===== config.mk =====
export PLATFORM = sky130hd
export DESIGN_NAME = compression_engine
export DESIGN_NICKNAME = d
export VERILOG_FILES = /design/src/rtl/compression_engine.sv
export SDC_FILE = /design/constraint.sdc
export NUM_CORES = 2
export LEC_CHECK = 0
export CAP_MARGIN = 20
export CORE_ASPECT_RATIO = 0.7
export CORE_UTILIZATION = 45
export CTS_CLUSTER_SIZE = 20
export DETAILED_ROUTE_END_ITERATION = 8
export HOLD_SLACK_MARGIN = 0.1
export PLACE_DENSITY = 0.73
export SLEW_MARGIN = 30
export SYNTH_ARGS = -nofsm -noshare
export SYNTH_HDL_FRONTEND = slang
export SYNTH_SLANG_ARGS = --single-unit

===== constraint.sdc =====
create_clock -name clk -period 12.2 [get_ports clk]
set_input_delay 2.44 -clock clk [delete_from_list [all_inputs] [get_ports clk]]
set_output_delay 2.44 -clock clk [all_outputs]
set_load 0.02 [all_outputs]

===== src/rtl/compression_engine.sv =====
`timescale 1ns/1ps
`default_nettype none
// ============================================================================
// Module   : compression_engine
// Function : dictionary compressor that maps 80-bit words to 8-bit indices
//            and expands indices back into words.
// Revision : 1.0
// ============================================================================
module compression_engine #(
  parameter int DICT_DEPTH = 16
) (
  input  logic        clk,
  input  logic        reset,
  input  logic [79:0] data_in,
  input  logic [7:0]  compressed_in,
  input  logic [1:0]  command,
  output logic [7:0]  compressed_out,
  output logic [79:0] decompressed_out,
  output logic [1:0]  response
);

  localparam int         c_ADDR_W = (DICT_DEPTH > 1) ? $clog2(DICT_DEPTH) : 1;
  localparam logic [8:0] c_DEPTH  = 9'(DICT_DEPTH);

  localparam logic [0:0] c_IDLE   = 1'b0;
  localparam logic [0:0] c_SEARCH = 1'b1;

  localparam logic [1:0] c_CMD_COMPRESS   = 2'b01;
  localparam logic [1:0] c_CMD_DECOMPRESS = 2'b10;
  localparam logic [1:0] c_CMD_ILLEGAL    = 2'b11;

  localparam logic [1:0] c_RSP_NONE  = 2'b00;
  localparam logic [1:0] c_RSP_COMP  = 2'b01;
  localparam logic [1:0] c_RSP_DECOMP = 2'b10;
  localparam logic [1:0] c_RSP_ERROR = 2'b11;

  logic [0:0]  r_state;
  logic [0:0]  w_state_nxt;

  logic [79:0] r_dict [DICT_DEPTH];
  logic [8:0]  r_cnt;
  logic [7:0]  r_idx;
  logic [79:0] r_word;
  logic        r_dec_pend;
  logic [7:0]  r_dec_idx;
  logic        r_ill_pend;
  logic [7:0]  r_comp_out;
  logic [79:0] r_decomp_out;
  logic [1:0]  r_response;

  logic [8:0]  w_cnt_m1;
  logic [79:0] w_entry;
  logic        w_start;
  logic        w_hit;
  logic        w_last;
  logic        w_insert;
  logic        w_full;
  logic        w_done;
  logic        w_dec_req;
  logic        w_ill_req;
  logic        w_dec_ok;

  assign w_cnt_m1 = r_cnt - 9'd1;
  assign w_entry  = r_dict[r_idx[c_ADDR_W-1:0]];

  // State register
  always_ff @(posedge clk or posedge reset) begin
    if (reset) begin
      r_state <= c_IDLE;
    end else begin
      r_state <= w_state_nxt;
    end
  end

  // Next-state logic
  always_comb begin
    w_state_nxt = r_state;
    case (r_state)
      c_IDLE: begin
        if (command == c_CMD_COMPRESS) begin
          w_state_nxt = c_SEARCH;
        end
      end
      c_SEARCH: begin
        if (w_done) begin
          w_state_nxt = c_IDLE;
        end
      end
      default: w_state_nxt = c_IDLE;
    endcase
  end

  // Decode of the current cycle's actions; an empty dictionary never hits
  always_comb begin
    w_start   = 1'b0;
    w_dec_req = 1'b0;
    w_ill_req = 1'b0;
    w_hit     = 1'b0;
    w_last    = 1'b0;
    case (r_state)
      c_IDLE: begin
        w_start   = (command == c_CMD_COMPRESS);
        w_dec_req = (command == c_CMD_DECOMPRESS);
        w_ill_req = (command == c_CMD_ILLEGAL);
      end
      c_SEARCH: begin
        w_hit  = (r_cnt != 9'd0) && (w_entry == r_word);
        w_last = (r_cnt == 9'd0) || ({1'b0, r_idx} == w_cnt_m1);
      end
      default: ;
    endcase
    w_insert = w_last && !w_hit && (r_cnt < c_DEPTH);
    w_full   = w_last && !w_hit && (r_cnt >= c_DEPTH);
    w_done   = w_hit || w_last;
    w_dec_ok = ({1'b0, r_dec_idx} < r_cnt);
  end

  // Dictionary storage is not reset; r_cnt alone defines validity
  always_ff @(posedge clk) begin
    if (w_insert) begin
      r_dict[r_cnt[c_ADDR_W-1:0]] <= r_word;
    end
  end

  always_ff @(posedge clk or posedge reset) begin
    if (reset) begin
      r_cnt        <= 9'd0;
      r_idx        <= 8'd0;
      r_word       <= 80'd0;
      r_dec_pend   <= 1'b0;
      r_dec_idx    <= 8'd0;
      r_ill_pend   <= 1'b0;
      r_comp_out   <= 8'd0;
      r_decomp_out <= 80'd0;
      r_response   <= c_RSP_NONE;
    end else begin
      r_response <= c_RSP_NONE;
      r_dec_pend <= w_dec_req;
      r_ill_pend <= w_ill_req;

      if (w_start) begin
        r_word <= data_in;
        r_idx  <= 8'd0;
      end else if ((r_state == c_SEARCH) && !w_done) begin
        r_idx <= r_idx + 8'd1;
      end

      if (w_dec_req) begin
        r_dec_idx <= compressed_in;
      end

      if (w_hit) begin
        r_comp_out <= r_idx;
        r_response <= c_RSP_COMP;
      end else if (w_insert) begin
        r_comp_out <= r_cnt[7:0];
        r_cnt      <= r_cnt + 9'd1;
        r_response <= c_RSP_COMP;
      end else if (w_full) begin
        r_comp_out <= 8'd0;
        r_response <= c_RSP_ERROR;
      end

      // Deferred results of commands accepted on the previous edge in IDLE
      if (r_dec_pend) begin
        if (w_dec_ok) begin
          r_decomp_out <= r_dict[r_dec_idx[c_ADDR_W-1:0]];
          r_response   <= c_RSP_DECOMP;
        end else begin
          r_decomp_out <= 80'd0;
          r_response   <= c_RSP_ERROR;
        end
      end else if (r_ill_pend) begin
        r_response <= c_RSP_ERROR;
      end
    end
  end

  assign compressed_out   = r_comp_out;
  assign decompressed_out = r_decomp_out;
  assign response         = r_response;

endmodule
`default_nettype wire


==> flow_metrics.env <==
export IMPL_status="finished clean"
export IMPL_fin_setup_tns_ps=0
export IMPL_cts_repair_resized=0
export IMPL_cp_cell_sequence="buf_16, buf_4, mux4_2, mux2i_1, xor2_1, a21oi_1, a2111oi_0, buf_4, nand4b_1, a2111oi_0, and4_1, nor3_4, and3_4, buf_4"
export IMPL_final_nets=4119
export IMPL_wl_met3_mm=31.52
export IMPL_worst_pin_slew_ps=1128
export IMPL_clockPowerShare=0.214
export IMPL_layout_setup_ws_ps=4896
export IMPL_clkTransAtPathRegs_ps=70
export IMPL_overflow=0
export IMPL_placed_cells=5864
export IMPL_timing_rr_end="r_dict[7][47]$_DFFE_PP_"
export IMPL_die_h_um=329.1
export IMPL_pwr_share_comb=0.428
export IMPL_wl_met2_mm=95.06
export IMPL_post_drt_wl_per_cell_um=35.74
export IMPL_rsz0062_at_grt="no"
export IMPL_reg2reg_from="r_idx[1]$_DFFE_PP0P_"
export IMPL_p_leak_nw=25.89
export IMPL_grt_max_degree=110
export IMPL_crit_path_frequent_cell="buf_4"
export IMPL_dieWidth_um=469.3
export IMPL_cts_buffers=140
export IMPL_dieArea_um2=154500
export IMPL_place_ws_ps=4915
export IMPL_synth_avg_cell_area_um2=17.87
export IMPL_final_cell_mix="edfxtp_1 (1280), mux4_2 (660), nand2_1 (294)"
export IMPL_finalWorstPathRequiredPeriod_ps=7304
export IMPL_initial_core_util=0.4552
export IMPL_reg2reg_slack_ps=4900
export IMPL_portBuffers=181
export IMPL_ant_nets=0
export IMPL_max_slew_margin_rel=0.2387
export IMPL_drv_cap=0
export IMPL_grt_usage=0.2837
export IMPL_hold_class="register to register"
export IMPL_setup_viol=0
export IMPL_timing_final_crit_share=0.5987
export IMPL_final_hold_violation_count=0
export IMPL_hold_start="r_cnt[7]$_DFFE_PP0P_"
export IMPL_cp_start_kind="register"
export IMPL_routed_top_layer="met5"
export IMPL_r2r_worst_path_cells=14
export IMPL_drc=0
export IMPL_wl_met1_mm=85.03
export IMPL_yosysUniqueCellTypes=87
export IMPL_ys_flop_type="edfxtp_1"
export IMPL_clockBufferDepth=3
export IMPL_cp_arrival_ps=7680
export IMPL_dp_hpwl_mm=139.1
export IMPL_hold_depth=0
export IMPL_layout_cells_non_filler=6129
export IMPL_clock_sinks=1478
export IMPL_insertion_delay_ps=810
export IMPL_num_vias=41880
export IMPL_synth_edf_count=1280
export IMPL_ys_warn_count=0
export IMPL_final_layout_size_suffix_gt1_frac=0.2698
export IMPL_slew_violations=0
export IMPL_core_area_um2=151100
export IMPL_dr_pass1_iters=6
export IMPL_seq_power_share=0.358
export IMPL_grt_pass1_wl_mm=310.8
export IMPL_synth_seq_cells=1478
export IMPL_worst_ep_required_time_ps=12580
export IMPL_timing_fmax_mhz=136.9
export IMPL_gp_congestion=1.074
export IMPL_antenna_found_initial=3
export IMPL_first_iter_violations=7387
export IMPL_critPathSlowestCell="buf_4"
export IMPL_ir_worst_vdd_mv=0.1675
export IMPL_slowest_delay_ps=710
export IMPL_critPathCaptureType="register"
export IMPL_ios=182
export IMPL_postCtsSetupBuffers=0
export IMPL_viasPerCell=6.834
export IMPL_final_common_cell="edfxtp_1"
export IMPL_p_int_mw=12.66
export IMPL_final_fill_count=11830
export IMPL_cts_root_buf="clkbuf_16"
export IMPL_swShare=0.3960
export IMPL_htreeDepth=4
export IMPL_first_global_vias=40400
export IMPL_min_to="r_cnt[7]$_DFFE_PP0P_"
export IMPL_hold_buffers=0
export IMPL_worst_setup_path_type="register to register"
export IMPL_fin_worst_skew_ps=32.64
export IMPL_async_reset_ff_frac=0.1340
export IMPL_synthesis_area_um2=68800
export IMPL_power_density_nw_per_um2=270.2
export IMPL_cts_tree="yes"
export IMPL_area_growth_pct=12.80
export IMPL_wl_mm=219.0
export IMPL_rows=119
export IMPL_critical_path_max_fanout=49
export IMPL_syn_nets=3954
export IMPL_seq_area_frac_synth=0.6307
export IMPL_synthCells=3850
export IMPL_switchingPower_mw=8.303
[sequential cells by signal (all words and copies together) (netlist names)]
signal	count
r_ill_pend	1
r_word	80
r_idx	8
decompressed_out	80
response	2
r_dec_pend	1
compressed_out	8
r_cnt	9
r_state	1
r_dec_idx	8
r_dict	1280
[critical path, delay by kind of cell (launching register included)]
family,cells,cell delay (ps)
and+or+nand+nor,4,1200
AOI/OAI and AO/OA,3,1520
buffers and inverters,4,1690
DFF,1,650
muxes,2,810
xor gates and xnor gates,1,710
[cell usage after synthesis (26+ instances only)]
| cell type | instances | area, um2 |
|---|---|---|
| edfxtp_1 | 1280 | 38440 |
| mux4_2 | 660 | 14860 |
| nand2_1 | 294 | 1104 |
| dfrtp_1 | 198 | 4955 |
| inv_1 | 192 | 720.7 |
| mux2i_1 | 149 | 1491 |
| o22ai_1 | 131 | 819.5 |
| clkbuf_1 | 129 | 484.2 |
| mux2_2 | 83 | 934.7 |
| nor2_1 | 57 | 214.0 |
| buf_2 | 54 | 270.3 |
| o21ai_0 | 51 | 255.2 |
| xnor2_1 | 39 | 341.6 |
| buf_1 | 35 | 131.4 |
| nand3_1 | 32 | 160.2 |
| a22oi_1 | 26 | 195.2 |
[layout make-up]
class	count	area (um2)	share of cell area
Multi-Input combinational cell	1917	23510	0.3029
Sequential cell	1478	43430	0.5596
Clock buffer	175	3695	0.04761
Timing Repair Buffer	285	2806	0.03616
Tap cell	1996	2497	0.03218
Clock inverter	84	938.4	0.01209
Inverter	193	733.2	0.009448
Antenna cell	1	2.502	0.00003225
[power by group through the flow]
stage	Sequential [mW]	Combinational (mW)	Clock, mW
2_1_floorplan	7.39	5.38	0
3_3_place_gp	7.59	8.64	0
3_5_place_dp	7.62	8.66	0
4_1_cts	7.51	8.71	4.53
5_1_grt	7.58	9.27	4.71
6_report	7.51	8.96	4.50
[kinds of logic after synthesis]
family,synth area share
xor+xnor,0.008020
buf+inv,0.02946
mux,0.2517
flops,0.6307
compound gates,0.03875
simple gates,0.03919
fa+ha+maj,0.002182
[layer usage]
metal | vias up | track usage
li1 | 16150 | -
met2 | 3465 | 0.4056
met4 | 4 | 0.09456
met3 | 431 | 0.08905
met1 | 21830 | 0.4128
met5 | - | 0
[how the worst max path moves through the flow]
stage / start / end / slack (ps) / cells after the start
3_5_place_dp: r_idx[1]$_DFFE_PP0P_ / r_dict[10][51]$_DFFE_PP_ / 4920 / 13
3_3_place_gp: r_idx[1]$_DFFE_PP0P_ / r_dict[15][56]$_DFFE_PP_ / 4580 / 12
2_1_floorplan: r_idx[3]$_DFFE_PP0P_ / r_dict[0][0]$_DFFE_PP_ / 1150 / 15
6_report: r_idx[1]$_DFFE_PP0P_ / r_dict[7][47]$_DFFE_PP_ / 4900 / 14
4_1_cts: r_idx[1]$_DFFE_PP0P_ / r_dict[10][50]$_DFFE_PP_ / 4880 / 13
5_1_grt: r_idx[1]$_DFFE_PP0P_ / r_dict[10][33]$_DFFE_PP_ / 4750 / 14
[stage by stage]
step | cell area, um2 | hold WS, ps | power (mW) | util
5_1_grt | 77600 | 464.3 | 21.55 | 0.5135
2_1_floorplan | 68800 | 426.0 | 12.76 | -
3_5_place_dp | 72850 | 434.3 | 16.28 | 0.4820
4_1_cts | 77480 | 449.4 | 20.75 | 0.5127
3_3_place_gp | 72730 | 435.9 | 16.23 | 0.4813
6_report | 77600 | 453.1 | 20.97 | 0.5135
(Power assumes the default switching activity.)
